`config.mk`:
```
export PLATFORM = sky130hd
export DESIGN_NAME = captura_operandos_flat
export DESIGN_NICKNAME = d
export VERILOG_FILES = /design/src/rtl/captura_operandos_if.sv /design/src/rtl/captura_operandos.sv /design/src/flat_wrapper.sv
export SDC_FILE = /design/constraint.sdc
export NUM_CORES = 1
export LEC_CHECK = 0
export BUFFER_PORTS_ARGS = -buffer_cell sky130_fd_sc_hd__buf_2
export CAP_MARGIN = 10
export CORE_UTILIZATION = 50
export DETAILED_ROUTE_END_ITERATION = 12
export HOLD_SLACK_MARGIN = 0.15
export PLACE_DENSITY = 0.8
export SLEW_MARGIN = 20
export SYNTH_ARGS = -nofsm -noshare
export SYNTH_HDL_FRONTEND = slang
export SYNTH_SLANG_ARGS = --single-unit
```
`constraint.sdc`:
```
create_clock -name clk -period 4.85 [get_ports clk]
set_clock_uncertainty 0.2 [all_clocks]
set_input_delay 0 -clock clk [delete_from_list [all_inputs] [get_ports clk]]
set_output_delay 0 -clock clk [all_outputs]
set_load 0.05 [all_outputs]
```
`src/rtl/captura_operandos_if.sv`:
```
// Bus between the switch/button front-end, the operand capture block and the adder.
// The DUT uses the slave side; the environment (buttons, switches, adder) uses master.
interface captura_operandos_if #(
  parameter int unsigned n_bits = 8
);
  logic [n_bits-1:0] entrada_datos;
  logic              boton_cargar;
  logic              boton_limpiar;
  logic [n_bits-1:0] resultado_suma;
  logic [n_bits-1:0] entrada_a;
  logic [n_bits-1:0] entrada_b;
  logic [n_bits-1:0] resultado_reg;
  logic              valido;
  logic              pulso_listo;
  logic [1:0]        estado;

  modport slave (
    input  entrada_datos, boton_cargar, boton_limpiar, resultado_suma,
    output entrada_a, entrada_b, resultado_reg, valido, pulso_listo, estado
  );

  modport master (
    output entrada_datos, boton_cargar, boton_limpiar, resultado_suma,
    input  entrada_a, entrada_b, resultado_reg, valido, pulso_listo, estado
  );
endinterface

```
`src/rtl/captura_operandos.sv`:
```
// Sequential operand front-end: loads A then B from a shared bus on button rising
// edges, and registers the adder result once per completed pair.
module captura_operandos #(
  parameter int unsigned n_bits = 8
) (
  input logic                 clk,
  input logic                 reset,
  captura_operandos_if.slave  bus
);

  typedef enum logic [1:0] {
    ESPERA_A = 2'b00,
    ESPERA_B = 2'b01,
    LISTO    = 2'b10,
    INVALIDO = 2'b11
  } estado_t;

  estado_t           estado_q, estado_d;
  logic [n_bits-1:0] entrada_a_q, entrada_a_d;
  logic [n_bits-1:0] entrada_b_q, entrada_b_d;
  logic [n_bits-1:0] resultado_reg_q, resultado_reg_d;
  logic              valido_q, valido_d;
  logic              pulso_listo_q, pulso_listo_d;
  logic              boton_prev_q, boton_prev_d;
  logic              capturado_q, capturado_d;
  logic              flanco;

  // State register; boton_prev resets high so a button held through reset is ignored
  always_ff @(posedge clk) begin
    if (reset) begin
      estado_q        <= ESPERA_A;
      entrada_a_q     <= '0;
      entrada_b_q     <= '0;
      resultado_reg_q <= '0;
      valido_q        <= 1'b0;
      pulso_listo_q   <= 1'b0;
      boton_prev_q    <= 1'b1;
      capturado_q     <= 1'b0;
    end else begin
      estado_q        <= estado_d;
      entrada_a_q     <= entrada_a_d;
      entrada_b_q     <= entrada_b_d;
      resultado_reg_q <= resultado_reg_d;
      valido_q        <= valido_d;
      pulso_listo_q   <= pulso_listo_d;
      boton_prev_q    <= boton_prev_d;
      capturado_q     <= capturado_d;
    end
  end

  // Next-state and datapath; clear overrides any load edge
  always_comb begin
    estado_d        = estado_q;
    entrada_a_d     = entrada_a_q;
    entrada_b_d     = entrada_b_q;
    resultado_reg_d = resultado_reg_q;
    capturado_d     = capturado_q;
    pulso_listo_d   = 1'b0;
    boton_prev_d    = bus.boton_cargar;
    flanco          = bus.boton_cargar & ~boton_prev_q;

    if (bus.boton_limpiar) begin
      estado_d        = ESPERA_A;
      entrada_a_d     = '0;
      entrada_b_d     = '0;
      resultado_reg_d = '0;
      capturado_d     = 1'b0;
    end else begin
      case (estado_q)
        ESPERA_A: begin
          if (flanco) begin
            entrada_a_d = bus.entrada_datos;
            estado_d    = ESPERA_B;
          end
        end
        ESPERA_B: begin
          if (flanco) begin
            entrada_b_d = bus.entrada_datos;
            estado_d    = LISTO;
            capturado_d = 1'b0;
          end
        end
        LISTO: begin
          // A new load edge wins over a pending capture
          if (flanco) begin
            entrada_a_d = bus.entrada_datos;
            estado_d    = ESPERA_B;
          end else if (!capturado_q) begin
            resultado_reg_d = bus.resultado_suma;
            capturado_d     = 1'b1;
            pulso_listo_d   = 1'b1;
          end
        end
        default: estado_d = ESPERA_A;
      endcase
    end

    valido_d = (estado_d == LISTO);
  end

  assign bus.entrada_a     = entrada_a_q;
  assign bus.entrada_b     = entrada_b_q;
  assign bus.resultado_reg = resultado_reg_q;
  assign bus.valido        = valido_q;
  assign bus.pulso_listo   = pulso_listo_q;
  assign bus.estado        = 2'(estado_q);

endmodule
```
`src/flat_wrapper.sv`:
```
// flat-port wrapper written by rule: the top's interface ports become plain ports
module captura_operandos_flat 
#(
  parameter int unsigned n_bits = 8
)
  (clk, reset, bus_entrada_datos, bus_boton_cargar, bus_boton_limpiar, bus_resultado_suma, bus_entrada_a, bus_entrada_b, bus_resultado_reg, bus_valido, bus_pulso_listo, bus_estado);
  captura_operandos_if #(.n_bits(n_bits)) bus_i ();
  input logic clk;
  input logic reset;
  input wire logic [$bits(bus_i.entrada_datos)-1:0] bus_entrada_datos;
  input wire logic [$bits(bus_i.boton_cargar)-1:0] bus_boton_cargar;
  input wire logic [$bits(bus_i.boton_limpiar)-1:0] bus_boton_limpiar;
  input wire logic [$bits(bus_i.resultado_suma)-1:0] bus_resultado_suma;
  output wire logic [$bits(bus_i.entrada_a)-1:0] bus_entrada_a;
  output wire logic [$bits(bus_i.entrada_b)-1:0] bus_entrada_b;
  output wire logic [$bits(bus_i.resultado_reg)-1:0] bus_resultado_reg;
  output wire logic [$bits(bus_i.valido)-1:0] bus_valido;
  output wire logic [$bits(bus_i.pulso_listo)-1:0] bus_pulso_listo;
  output wire logic [$bits(bus_i.estado)-1:0] bus_estado;
  assign bus_i.entrada_datos = bus_entrada_datos;
  assign bus_i.boton_cargar = bus_boton_cargar;
  assign bus_i.boton_limpiar = bus_boton_limpiar;
  assign bus_i.resultado_suma = bus_resultado_suma;
  assign bus_entrada_a = bus_i.entrada_a;
  assign bus_entrada_b = bus_i.entrada_b;
  assign bus_resultado_reg = bus_i.resultado_reg;
  assign bus_valido = bus_i.valido;
  assign bus_pulso_listo = bus_i.pulso_listo;
  assign bus_estado = bus_i.estado;
  captura_operandos #(.n_bits(n_bits)) u_core (.clk(clk), .reset(reset), .bus(bus_i));
endmodule
```
==> metrics.log, run 1 <==
[metrics] arrival time of the worst setup path: about 2.8 ns
[metrics] final worst path period need: 2.79 ns
[metrics] source-to-sink clock delay at the later pin of the worst-skew pair: around 0.32 ns
[metrics] flop-to-flop setup slack: 2.06 ns
[metrics] die width: around 52 um
[metrics] count of fill cells added during filler insertion: 150
[metrics] Yosys reg bits: 30
[metrics] startpoint kind of the worst setup timing path: flop
[metrics] I/O pin count: 48
[metrics] start point of the worst min-delay path: u_core.bus.entrada_b[4]$_SDFFE_PP0P_
[metrics] Synthesis Warnings: 0
[metrics] number of vias after detailed routing: 1340
[metrics] worst hold path cell count: 2
[metrics] number of nets in the finished design: roughly 250
[metrics] R2R Path End: u_core.bus.entrada_a[6]$_SDFFE_PP0P_
[metrics] area of placed instances: 1430 um^2
[metrics] Max-cap violations: 0
[metrics] final wirelength: 3.59 mm
[metrics] Clock Sinks: 30
[metrics] global-route usage over all layers: between 20% and 30%
[metrics] power density over the cells: approximately 240 nW/um^2
[metrics] Avg Vias per Cell: 5.32
[metrics] part of the Yosys area used for sequential elements: roughly half
[metrics] Max Buffers Root-to-Sink: 2
[metrics] diode count: 0
[metrics] cell leakage power: 0.798 nW
[metrics] Layout Cell Area excl Fill: 1840 um^2
[metrics] count of cell types in the netlist: 22
[metrics] Min-Delay Endpoint: u_core.bus.entrada_b[4]$_SDFFE_PP0P_
[metrics] pin count of the biggest net entering global routing: 29
[metrics] RSZ-0062 raised after global routing: no
[metrics] depth of the most critical reg-to-reg path: 7
[metrics] proportion of synthesized flip-flops having asynchronous set or reset: 0%
[metrics] launch point of the critical path: u_core.bus.estado[0]$_SDFF_PP0_
[metrics] Sw Pwr: 0.108 mW
[metrics] number of pins exceeding their max-slew limit in the final report: 0
[metrics] highest-count cells in the layout ignoring fill and taps: buf_2, dlygate4sd3_1, dfxtp_1
[metrics] sw frac: 24.8%
[metrics] clock buffers created by TritonCTS: 5
[metrics] flip-flop cell with the highest count after synthesis: dfxtp_1
[metrics] synthesized area per cell: about 8.6 um^2
[metrics] CTS H-tree depth: 2
[metrics] clock input transition at the sequential cells of the worst setup and hold paths: 0.09 ns
[metrics] clock tree from TritonCTS: done
[metrics] Crit. End Element: flop
[metrics] final hold slack: 0.258 ns
[metrics] startpoint of the worst-slack reg-to-reg timing path: u_core.bus.estado[0]$_SDFF_PP0_
[metrics] antenna violations before repair: 0
[metrics] number of detailed-route iterations in the first pass: 4
[metrics] Mapped Area: 1230 um^2
[metrics] Post-Synthesis Cells: 143
[metrics] utilization after layout: 81.7%
[metrics] post-layout worst setup margin: 2.06 ns
[metrics] Syn Nets: 167
[metrics] Worst Path Max Fanout: 9
[metrics] Cell Count, Final, Fillers Out: roughly 250
[metrics] total negative slack: 0 ns
[metrics] cell-internal power: 0.327 mW
[metrics] Final HPWL DP: 1.87 mm
[metrics] area growth from synthesis to layout: 50.3%
[metrics] Die ar.: ~2700 um^2
[metrics] DRT antenna net count: 0
[metrics] Tcrit/Tclk final: 57.6%
[metrics] drt wl/cell: 14.2 um
[metrics] minimum setup slack after placement: 2.96 ns
[metrics] Worst Max-Slew Pin Slew: 0.653 ns
[metrics] number of global-route vias before repair: 1275
[metrics] hold violation total from the final report: 0
[metrics] highest ir drop seen on vdd: 0.000241 V
[metrics] leading cell type in the layout, fill and taps excluded: buf_2
[metrics] number of enable flip-flop cells after synthesis: 0
[metrics] Max Fclk: 358 MHz
[metrics] part of the power in the clock network: 30.3%
[metrics] final setup violation count: 0
[metrics] worst hold path type: flop to flop
[metrics] status: finished, final reports clean
[metrics] DP Cell Count: between 200 and 250
[metrics] die boundary height: 51.5 um
[metrics] type of the worst setup path: flop to flop
[metrics] tightest slew margin relative to the limit: 56.5%
[metrics] Core Area: 2250 um^2
[metrics] share of total power in combinational logic: 12.2%
[metrics] # port buffers: 47
[metrics] Overflow after GRT: 0
[metrics] required time of the critical path: 4.86 ns
[metrics] number of placement rows: 17
[metrics] part of the total power dissipated in sequential elements: 57.5%
[metrics] Design Power: around 0.44 mW
[metrics] remaining routing DRC violations: 0
[metrics] Root Buffer: clkbuf_4
[metrics] layout cells sized above 1: 25.0%
[metrics] number of DRC markers in iteration 0: 28
[metrics] initial cell density of the core: between 50% and 60%
[metrics] wire length of the first global-routing pass: 5.68 mm
[metrics] routability congestion estimate from global placement: 0.750
[kinds of logic (layout without fill, tap and decap cells)]
kind of cell / Yosys count / count (layout) / synth area share, %
AOI/OAI and AO/OA: 47 / 47 / 20.2
adders and majority gates: 4 / 4 / 4.08
buffers and inverters: 15 / 96 / 7.45
DFF: 30 / 30 / 49.0
muxes: 1 / 1 / 0.816
and+or+nand+nor: 46 / 46 / 18.5
[power groups by stage]
stage / combinational (mW) / sequential (mW) / clock (mW)
after floorplan: 0.0195 / 0.262 / 0
after global placement: 0.0362 / 0.256 / 0
after detailed placement: 0.0370 / 0.256 / 0
after CTS: 0.0510 / 0.250 / 0.134
after global routing: 0.0568 / 0.251 / 0.142
final: 0.0532 / 0.250 / 0.132
[synthesized netlist by cell type (2+ instances only)]
| library cell | instances | area, um^2 |
|---|---|---|
| dfxtp_1 | 30 | 601 |
| a21oi_1 | 26 | 130 |
| nand3_1 | 24 | 120 |
| o21ai_0 | 18 | 90.1 |
| nand2_1 | 9 | 33.8 |
| buf_2 | 4 | 20.0 |
| buf_4 | 4 | 30.0 |
| ha_1 | 4 | 50.1 |
| inv_1 | 4 | 15.0 |
| nor2_1 | 3 | 11.3 |
| buf_6 | 2 | 22.5 |
| nand2b_1 | 2 | 12.5 |
| nor2b_1 | 2 | 12.5 |
| nor3_1 | 2 | 10.0 |
| or2_2 | 2 | 12.5 |
[how the worst max path moves through the flow]
stage,end,cells past startpoint
3_5_place_dp,u_core.bus.valido$_SDFF_PP0_,5
3_3_place_gp,u_core.bus.valido$_SDFF_PP0_,5
5_1_grt,u_core.bus.entrada_a[6]$_SDFFE_PP0P_,7
2_1_floorplan,u_core.bus.valido$_SDFF_PP0_,6
4_1_cts,u_core.bus.entrada_a[7]$_SDFFE_PP0P_,7
6_report,u_core.bus.entrada_a[6]$_SDFFE_PP0P_,7
[layout make-up]
class	instances	area, um^2	share of cell area, %
Timing Repair Buffer	85	613	33.3
Sequential cell	30	601	32.6
Multi-Input combinational cell	98	534	29.0
Clock buffer	7	45.0	2.44
Tap cell	28	35.0	1.90
Inverter	4	15.0	0.815
[what timing repair did]
| action | CTS | global route |
|---|---|---|
| hold endpoints to repair | 30 | 0 |
| hold buffers | 37 | 0 |
| resized for setup | 0 | 0 |
| setup buffers | 0 | 0 |
[layer usage]
| layer | GRT usage [%] | routed length [um] | vias up | share of wire (%) |
|---|---|---|---|---|
| met1 | 33.6 | 1440 | 617 | 40 |
| li1 | - | - | 656 | - |
| met3 | 6.43 | 190 | 14 | 5.3 |
| met5 | 0 | 0 | - | 0 |
| met2 | 51.5 | 1840 | 53 | 51 |
| met4 | 16.2 | 114 | 0 | 3.2 |
[worst max-delay path, stage by stage (launching register included)]
cell and delay [ns]:
dfxtp_1 0.42, inv_1 0.11, ha_1 0.27, or2_1 0.37, nand3_1 0.13, dlygate4sd3_1 0.56
a21oi_1 0.06, dlygate4sd3_1 0.57
Power figures use the tool's default switching activity.
==> run 2: changes to the inputs <==
--- a/config.mk
+++ b/config.mk
@@ -7,10 +7,10 @@
 export LEC_CHECK = 0
 export BUFFER_PORTS_ARGS = -buffer_cell sky130_fd_sc_hd__buf_2
 export CAP_MARGIN = 10
-export CORE_UTILIZATION = 50
+export CORE_UTILIZATION = 47
 export DETAILED_ROUTE_END_ITERATION = 12
 export HOLD_SLACK_MARGIN = 0.15
-export PLACE_DENSITY = 0.8
+export PLACE_DENSITY = 0.76
 export SLEW_MARGIN = 20
 export SYNTH_ARGS = -nofsm -noshare
 export SYNTH_HDL_FRONTEND = slang
==> constraint.sdc (replaced) <==
create_clock -name clk -period 2.9 [get_ports clk]
set_clock_uncertainty 0.2 [all_clocks]
set_input_delay 0 -clock clk [delete_from_list [all_inputs] [get_ports clk]]
set_output_delay 0 -clock clk [all_outputs]
set_load 0.05 [all_outputs]
==> metrics.log, run 2 (same netlist as run 1, synthesis figures left out) <==
[metrics] status: finished, final reports clean
[metrics] Final HPWL DP: 2.01 mm (+7.3%)
[metrics] wire length of the first global-routing pass: 5.54 mm (-2.4%)
[metrics] RSZ-0062 raised after global routing: no
[metrics] clock tree from TritonCTS: done
[metrics] clock input transition at the sequential cells of the worst setup and hold paths: 0.09 ns (about the same)
[metrics] highest ir drop seen on vdd: 0.000372 V (+55%)
[metrics] Clock Sinks: 30 (unchanged)
[metrics] number of DRC markers in iteration 0: 48 (+71%)
[metrics] Overflow after GRT: 0 (unchanged)
[metrics] global-route usage over all layers: 28.3% (-1.4 points)
[metrics] number of global-route vias before repair: 1263 (-0.94%)
[metrics] Tcrit/Tclk final: 92.9% (+35 points)
[metrics] final wirelength: 3.61 mm (+0.61%)
[metrics] diode count: 0 (unchanged)
[metrics] die boundary height: 53.1 um (+3.0%)
[metrics] number of placement rows: 18 (+1)
[metrics] minimum setup slack after placement: 1.02 ns (-1.94 ns)
[metrics] number of setup buffers added after CTS: 0 (unchanged)
[metrics] post-layout worst setup margin: 0.206 ns (-1.85 ns)
[metrics] area growth from synthesis to layout: 54.5%
[metrics] total negative slack: 0 ns (unchanged)
[metrics] pin count of the biggest net entering global routing: 27 (-6.9%)
[metrics] Max-cap violations: 0 (unchanged)
[metrics] routability congestion estimate from global placement: 0.764 (+1.8%)
[metrics] hold violation total from the final report: 0 (unchanged)
[metrics] final hold slack: 0.256 ns (-0.00254 ns)
[metrics] number of nets in the finished design: 249 (+0.40%)
[metrics] worst hold path type: flop to flop
[metrics] utilization after layout: 76.5% (-5.3 points)
[metrics] highest-count cells in the layout ignoring fill and taps: buf_2, dlygate4sd3_1, dfxtp_1
[metrics] startpoint kind of the worst setup timing path: flop
[metrics] I/O pin count: 48 (unchanged)
[metrics] drt wl/cell: 14.1 um (-0.96%)
[metrics] Root Buffer: clkbuf_4
[metrics] power density over the cells: 435 nW/um^2 (+84%)
[metrics] leading cell type in the layout, fill and taps excluded: buf_2
[metrics] number of pins exceeding their max-slew limit in the final report: 0 (unchanged)
[metrics] DRT antenna net count: 0 (unchanged)
[metrics] die width: 53.1 um (+3.0%)
[metrics] CTS H-tree depth: 2 (unchanged)
[metrics] Design Power: 0.824 mW (+89%)
[metrics] source-to-sink clock delay at the later pin of the worst-skew pair: 0.35 ns (+0.03 ns)
[metrics] Max Fclk: 371 MHz (+3.7%)
[metrics] Worst Path Max Fanout: 9 (unchanged)
[metrics] Core Area: 2480 um^2 (+9.9%)
[metrics] arrival time of the worst setup path: 2.73 ns (-0.07 ns)
[metrics] required time of the critical path: 2.93 ns (-1.93 ns)
[metrics] number of detailed-route iterations in the first pass: 5 (+1)
[metrics] cell leakage power: 0.822 nW (+3.0%)
[metrics] clock buffers created by TritonCTS: 5 (unchanged)
[metrics] Worst Max-Slew Pin Slew: 0.635 ns (-0.0179 ns)
[metrics] Avg Vias per Cell: 5.27 (-0.97%)
[metrics] final worst path period need: 2.69 ns (-0.0986 ns)
[metrics] final setup violation count: 0 (unchanged)
[metrics] Die ar.: 2820 um^2 (+6.1%)
[metrics] count of fill cells added during filler insertion: 172 (+15%)
[metrics] layout cells sized above 1: 27.0% (+2.0 points)
[metrics] initial cell density of the core: 49.5% (-4.9 points)
[metrics] Crit. End Element: flop
[metrics] type of the worst setup path: flop to flop
[metrics] Max Buffers Root-to-Sink: 2 (unchanged)
[metrics] tightest slew margin relative to the limit: 57.7% (+1.2 points)
[metrics] antenna violations before repair: 0 (unchanged)
[metrics] # port buffers: 47 (unchanged)
[metrics] remaining routing DRC violations: 0 (unchanged)
[metrics] number of vias after detailed routing: 1348 (+0.60%)
[run 2: metrics by stage]
step | std cells | cell area (um^2)
global placement | 210 | 1430
detailed placement | 210 | 1430
global route | 256 | 1890
floorplan | 143 | 1230
finish | 256 | 1890
CTS | 256 | 1890
[run 2: critical path, cell delays in order, from the launching register on]
cell           delay [ns]
dfxtp_1              0.40
inv_1                0.10
ha_1                 0.26
or2_4                0.31
nand3_1              0.10
dlygate4sd3_1        0.56
a21oi_1              0.06
dlygate4sd3_1        0.58
[run 2: report_power, final]
group	internal (mW)	switching (mW)	leakage [nW]
clock	0.165	0.151	0.0446
combinational	0.0411	0.0481	0.535
sequential	0.416	0.00264	0.242
total	0.622	0.202	0.822
[run 2: cell type report]
class                   count  area (um^2)  share of cell area [%]
clock buffers               8         78.8                    4.16
inverters                   4         15.0                   0.793
multi-input cells          98          539                    28.5
flip-flops and latches     30          601                    31.7
well taps                  30         37.5                    1.98
repair buffers             86          623                    32.9
[run 2: final timing paths]
check                                            start                              endpoint  slack (ns)  cells after the start
setup reg to reg       u_core.bus.estado[0]$_SDFF_PP0_  u_core.bus.entrada_a[3]$_SDFFE_PP0P_        0.21                      7
hold / removal    u_core.bus.entrada_b[7]$_SDFFE_PP0P_  u_core.bus.entrada_b[7]$_SDFFE_PP0P_        0.26                      2
hold reg to reg   u_core.bus.entrada_b[7]$_SDFFE_PP0P_  u_core.bus.entrada_b[7]$_SDFFE_PP0P_        0.26                      2
setup / recovery       u_core.bus.estado[0]$_SDFF_PP0_  u_core.bus.entrada_a[3]$_SDFFE_PP0P_        0.21                      7
[run 2: timing repair]
| action | CTS | global route |
|---|---|---|
| hold buffers | 38 | 0 |
| endpoints found under the hold margin | 29 | 0 |
| endpoints found under the setup margin | 0 | 2 |
| gates resized for setup | 0 | 1 |
[run 2: routing by layer]
layer | global-route usage [%] | wire (um) | up-vias | part of all wire, %
li1 | - | - | 659 | -
met1 | 30.8 | 1450 | 629 | 40
met2 | 51.9 | 1870 | 54 | 52
met3 | 7.76 | 234 | 6 | 6.5
met4 | 9.21 | 58 | 0 | 1.6
met5 | 0 | 0 | - | 0
==> run 3: changes to the inputs <==
--- a/config.mk
+++ b/config.mk
@@ -7,10 +7,11 @@
 export LEC_CHECK = 0
 export BUFFER_PORTS_ARGS = -buffer_cell sky130_fd_sc_hd__buf_2
 export CAP_MARGIN = 10
-export CORE_UTILIZATION = 47
+export CORE_UTILIZATION = 49
+export CTS_BUF_LIST = sky130_fd_sc_hd__clkbuf_2
 export DETAILED_ROUTE_END_ITERATION = 12
 export HOLD_SLACK_MARGIN = 0.15
-export PLACE_DENSITY = 0.76
+export PLACE_DENSITY = 0.78
 export SLEW_MARGIN = 20
 export SYNTH_ARGS = -nofsm -noshare
 export SYNTH_HDL_FRONTEND = slang
==> metrics.log, run 3 (same netlist as run 1, synthesis figures left out) <==
[metrics] status: finished, final reports clean
[metrics] Tcrit/Tclk final: 95.8% (+2.9 points)
[metrics] layout cells sized above 1: 26.9% (-0.051 points)
[metrics] RSZ-0062 raised after global routing: no
[metrics] hold violation total from the final report: 0 (unchanged)
[metrics] global-route usage over all layers: 27.7% (-0.52 points)
[metrics] initial cell density of the core: 53.9% (+4.4 points)
[metrics] depth of the most critical reg-to-reg path: 7 (unchanged)
[metrics] start point of the worst min-delay path: bus_entrada_datos[5]
[metrics] power density over the cells: 395 nW/um^2 (-9.3%)
[metrics] post-CTS sizing: 0 (unchanged)
[metrics] required time of the critical path: 2.95 ns (+0.02 ns)
[metrics] Max-cap violations: 0 (unchanged)
[metrics] Min-Delay Endpoint: u_core.bus.entrada_b[5]$_SDFFE_PP0P_
[metrics] die width: 52.0 um (-2.0%)
[metrics] Worst Path Max Fanout: 9 (unchanged)
[metrics] leading cell type in the layout, fill and taps excluded: buf_2
[metrics] startpoint of the worst-slack reg-to-reg timing path: u_core.bus.estado[0]$_SDFF_PP0_
[metrics] number of nets in the finished design: 242 (-2.8%)
[metrics] # port buffers: 47 (unchanged)
[metrics] Overflow after GRT: 0 (unchanged)
[metrics] Max Buffers Root-to-Sink: 2 (unchanged)
[metrics] Final HPWL DP: 1.90 mm (-5.8%)
[metrics] worst hold path type: primary input to flop
[metrics] number of placement rows: 17 (-1)
[metrics] number of vias after detailed routing: 1329 (-1.4%)
[metrics] drt wl/cell: 13.8 um (-1.9%)
[metrics] pin count of the biggest net entering global routing: 27 (unchanged)
[metrics] type of the worst setup path: flop to flop
[metrics] routability congestion estimate from global placement: 0.770 (+0.73%)
[metrics] source-to-sink clock delay at the later pin of the worst-skew pair: 0.34 ns (about the same)
[metrics] final setup violation count: 0 (unchanged)
[metrics] die boundary height: 52.0 um (-2.0%)
[metrics] worst hold path cell count: 4 (+2)
[metrics] Root Buffer: clkbuf_2
[metrics] flop-to-flop setup slack: 0.12 ns (-0.09 ns)
[metrics] I/O pin count: 48 (unchanged)
[metrics] remaining routing DRC violations: 0 (unchanged)
[metrics] total negative slack: 0 ns (unchanged)
[metrics] launch point of the critical path: u_core.bus.estado[0]$_SDFF_PP0_
[metrics] Die ar.: 2710 um^2 (-3.9%)
[metrics] Max Fclk: 360 MHz (-3.1%)
[metrics] number of detailed-route iterations in the first pass: 4 (-1)
[metrics] final worst path period need: 2.78 ns (+0.0852 ns)
[metrics] tightest slew margin relative to the limit: 54.9% (-2.7 points)
[metrics] wire length of the first global-routing pass: 5.51 mm (-0.49%)
[metrics] arrival time of the worst setup path: 2.83 ns (+0.10 ns)
[metrics] area growth from synthesis to layout: 45.1%
[metrics] number of DRC markers in iteration 0: 25 (-48%)
[metrics] Worst Max-Slew Pin Slew: 0.676 ns (+0.0410 ns)
[metrics] startpoint kind of the worst setup timing path: flop
[metrics] clock tree from TritonCTS: done
[metrics] final wirelength: 3.42 mm (-5.3%)
[metrics] clock buffers created by TritonCTS: 5 (unchanged)
[metrics] R2R Path End: u_core.bus.entrada_a[2]$_SDFFE_PP0P_
[metrics] CTS H-tree depth: 2 (unchanged)
[metrics] antenna violations before repair: 0 (unchanged)
[metrics] number of global-route vias before repair: 1231 (-2.5%)
[metrics] cell leakage power: 0.773 nW (-6.0%)
[metrics] diode count: 0 (unchanged)
[metrics] utilization after layout: 78.2% (+1.7 points)
[metrics] highest ir drop seen on vdd: 0.000339 V (-8.9%)
[metrics] highest-count cells in the layout ignoring fill and taps: buf_2, dlygate4sd3_1, dfxtp_1
[metrics] Avg Vias per Cell: 5.38 (+2.2%)
[metrics] Core Area: 2280 um^2 (-8.1%)
[metrics] clock input transition at the sequential cells of the worst setup and hold paths: 0.15 ns (+0.06 ns)
[metrics] DRT antenna net count: 0 (unchanged)
[metrics] Crit. End Element: flop
[metrics] Clock Sinks: 30 (unchanged)
[metrics] number of pins exceeding their max-slew limit in the final report: 0 (unchanged)
[run 3: report_power, final]
part | switching, mW | internal, mW | leakage [nW]
registers | 0.00274 | 0.416 | 0.242
clock network | 0.135 | 0.0593 | 0.0304
logic | 0.0484 | 0.0397 | 0.500
[run 3: worst max-delay path, cell delays in order (launching register included)]
cell and delay (ns):
dfxtp_1 0.43, inv_1 0.11, ha_1 0.26, or2_1 0.37
nand3_1 0.13, dlygate4sd3_1 0.57, a21oi_1 0.06, dlygate4sd3_1 0.58
[run 3: how the worst max path moves through the flow]
stage / end / slack, ns / depth (start not counted)
final: u_core.bus.entrada_a[2]$_SDFFE_PP0P_ / 0.12 / 7
after global routing: u_core.bus.entrada_a[2]$_SDFFE_PP0P_ / 0.01 / 7
after CTS: u_core.bus.entrada_a[2]$_SDFFE_PP0P_ / 0.19 / 7
after detailed placement: u_core.bus.valido$_SDFF_PP0_ / 0.97 / 5
after global placement: u_core.bus.valido$_SDFF_PP0_ / 1.15 / 5
after floorplan: u_core.bus.valido$_SDFF_PP0_ / 0.87 / 6
[run 3: per-stage QoR]
| stage | hold slack, ns | cell area, um^2 | power, mW | std cells | setup WS [ns] |
|---|---|---|---|---|---|
| 6_report | 0.252 | 1780 | 0.702 | 247 | 0.120 |
| 4_1_cts | 0.221 | 1780 | 0.707 | 247 | 0.187 |
| 3_3_place_gp | 0.0175 | 1430 | 0.489 | 208 | 1.15 |
| 2_1_floorplan | -0.0962 | 1230 | 0.471 | 143 | 0.867 |
| 3_5_place_dp | 0.0158 | 1430 | 0.491 | 208 | 0.972 |
| 5_1_grt | 0.250 | 1780 | 0.725 | 247 | 0.00974 |
[run 3: final cells by class]
type,instances,area (um^2)
clock buffer,6,30.0
clock inverter,2,8.76
fill,160,497
inverter,4,15.0
multi-input combinational,98,537
sequential,30,601
tap,28,35.0
timing repair buffer,79,553
[run 3: layer usage]
metal | vias to the layer above | track usage [%] | share of wire (%)
met4 | 0 | 9.91 | 1.8
met2 | 55 | 46.2 | 51
met1 | 614 | 34.8 | 41
li1 | 650 | - | -
met3 | 10 | 6.14 | 5.7
met5 | - | 0 | 0
[run 3: repair_timing]
item	in CTS	in global routing
hold buffers	31	0
hold endpoints to repair	30	0
buffers inserted	0	0
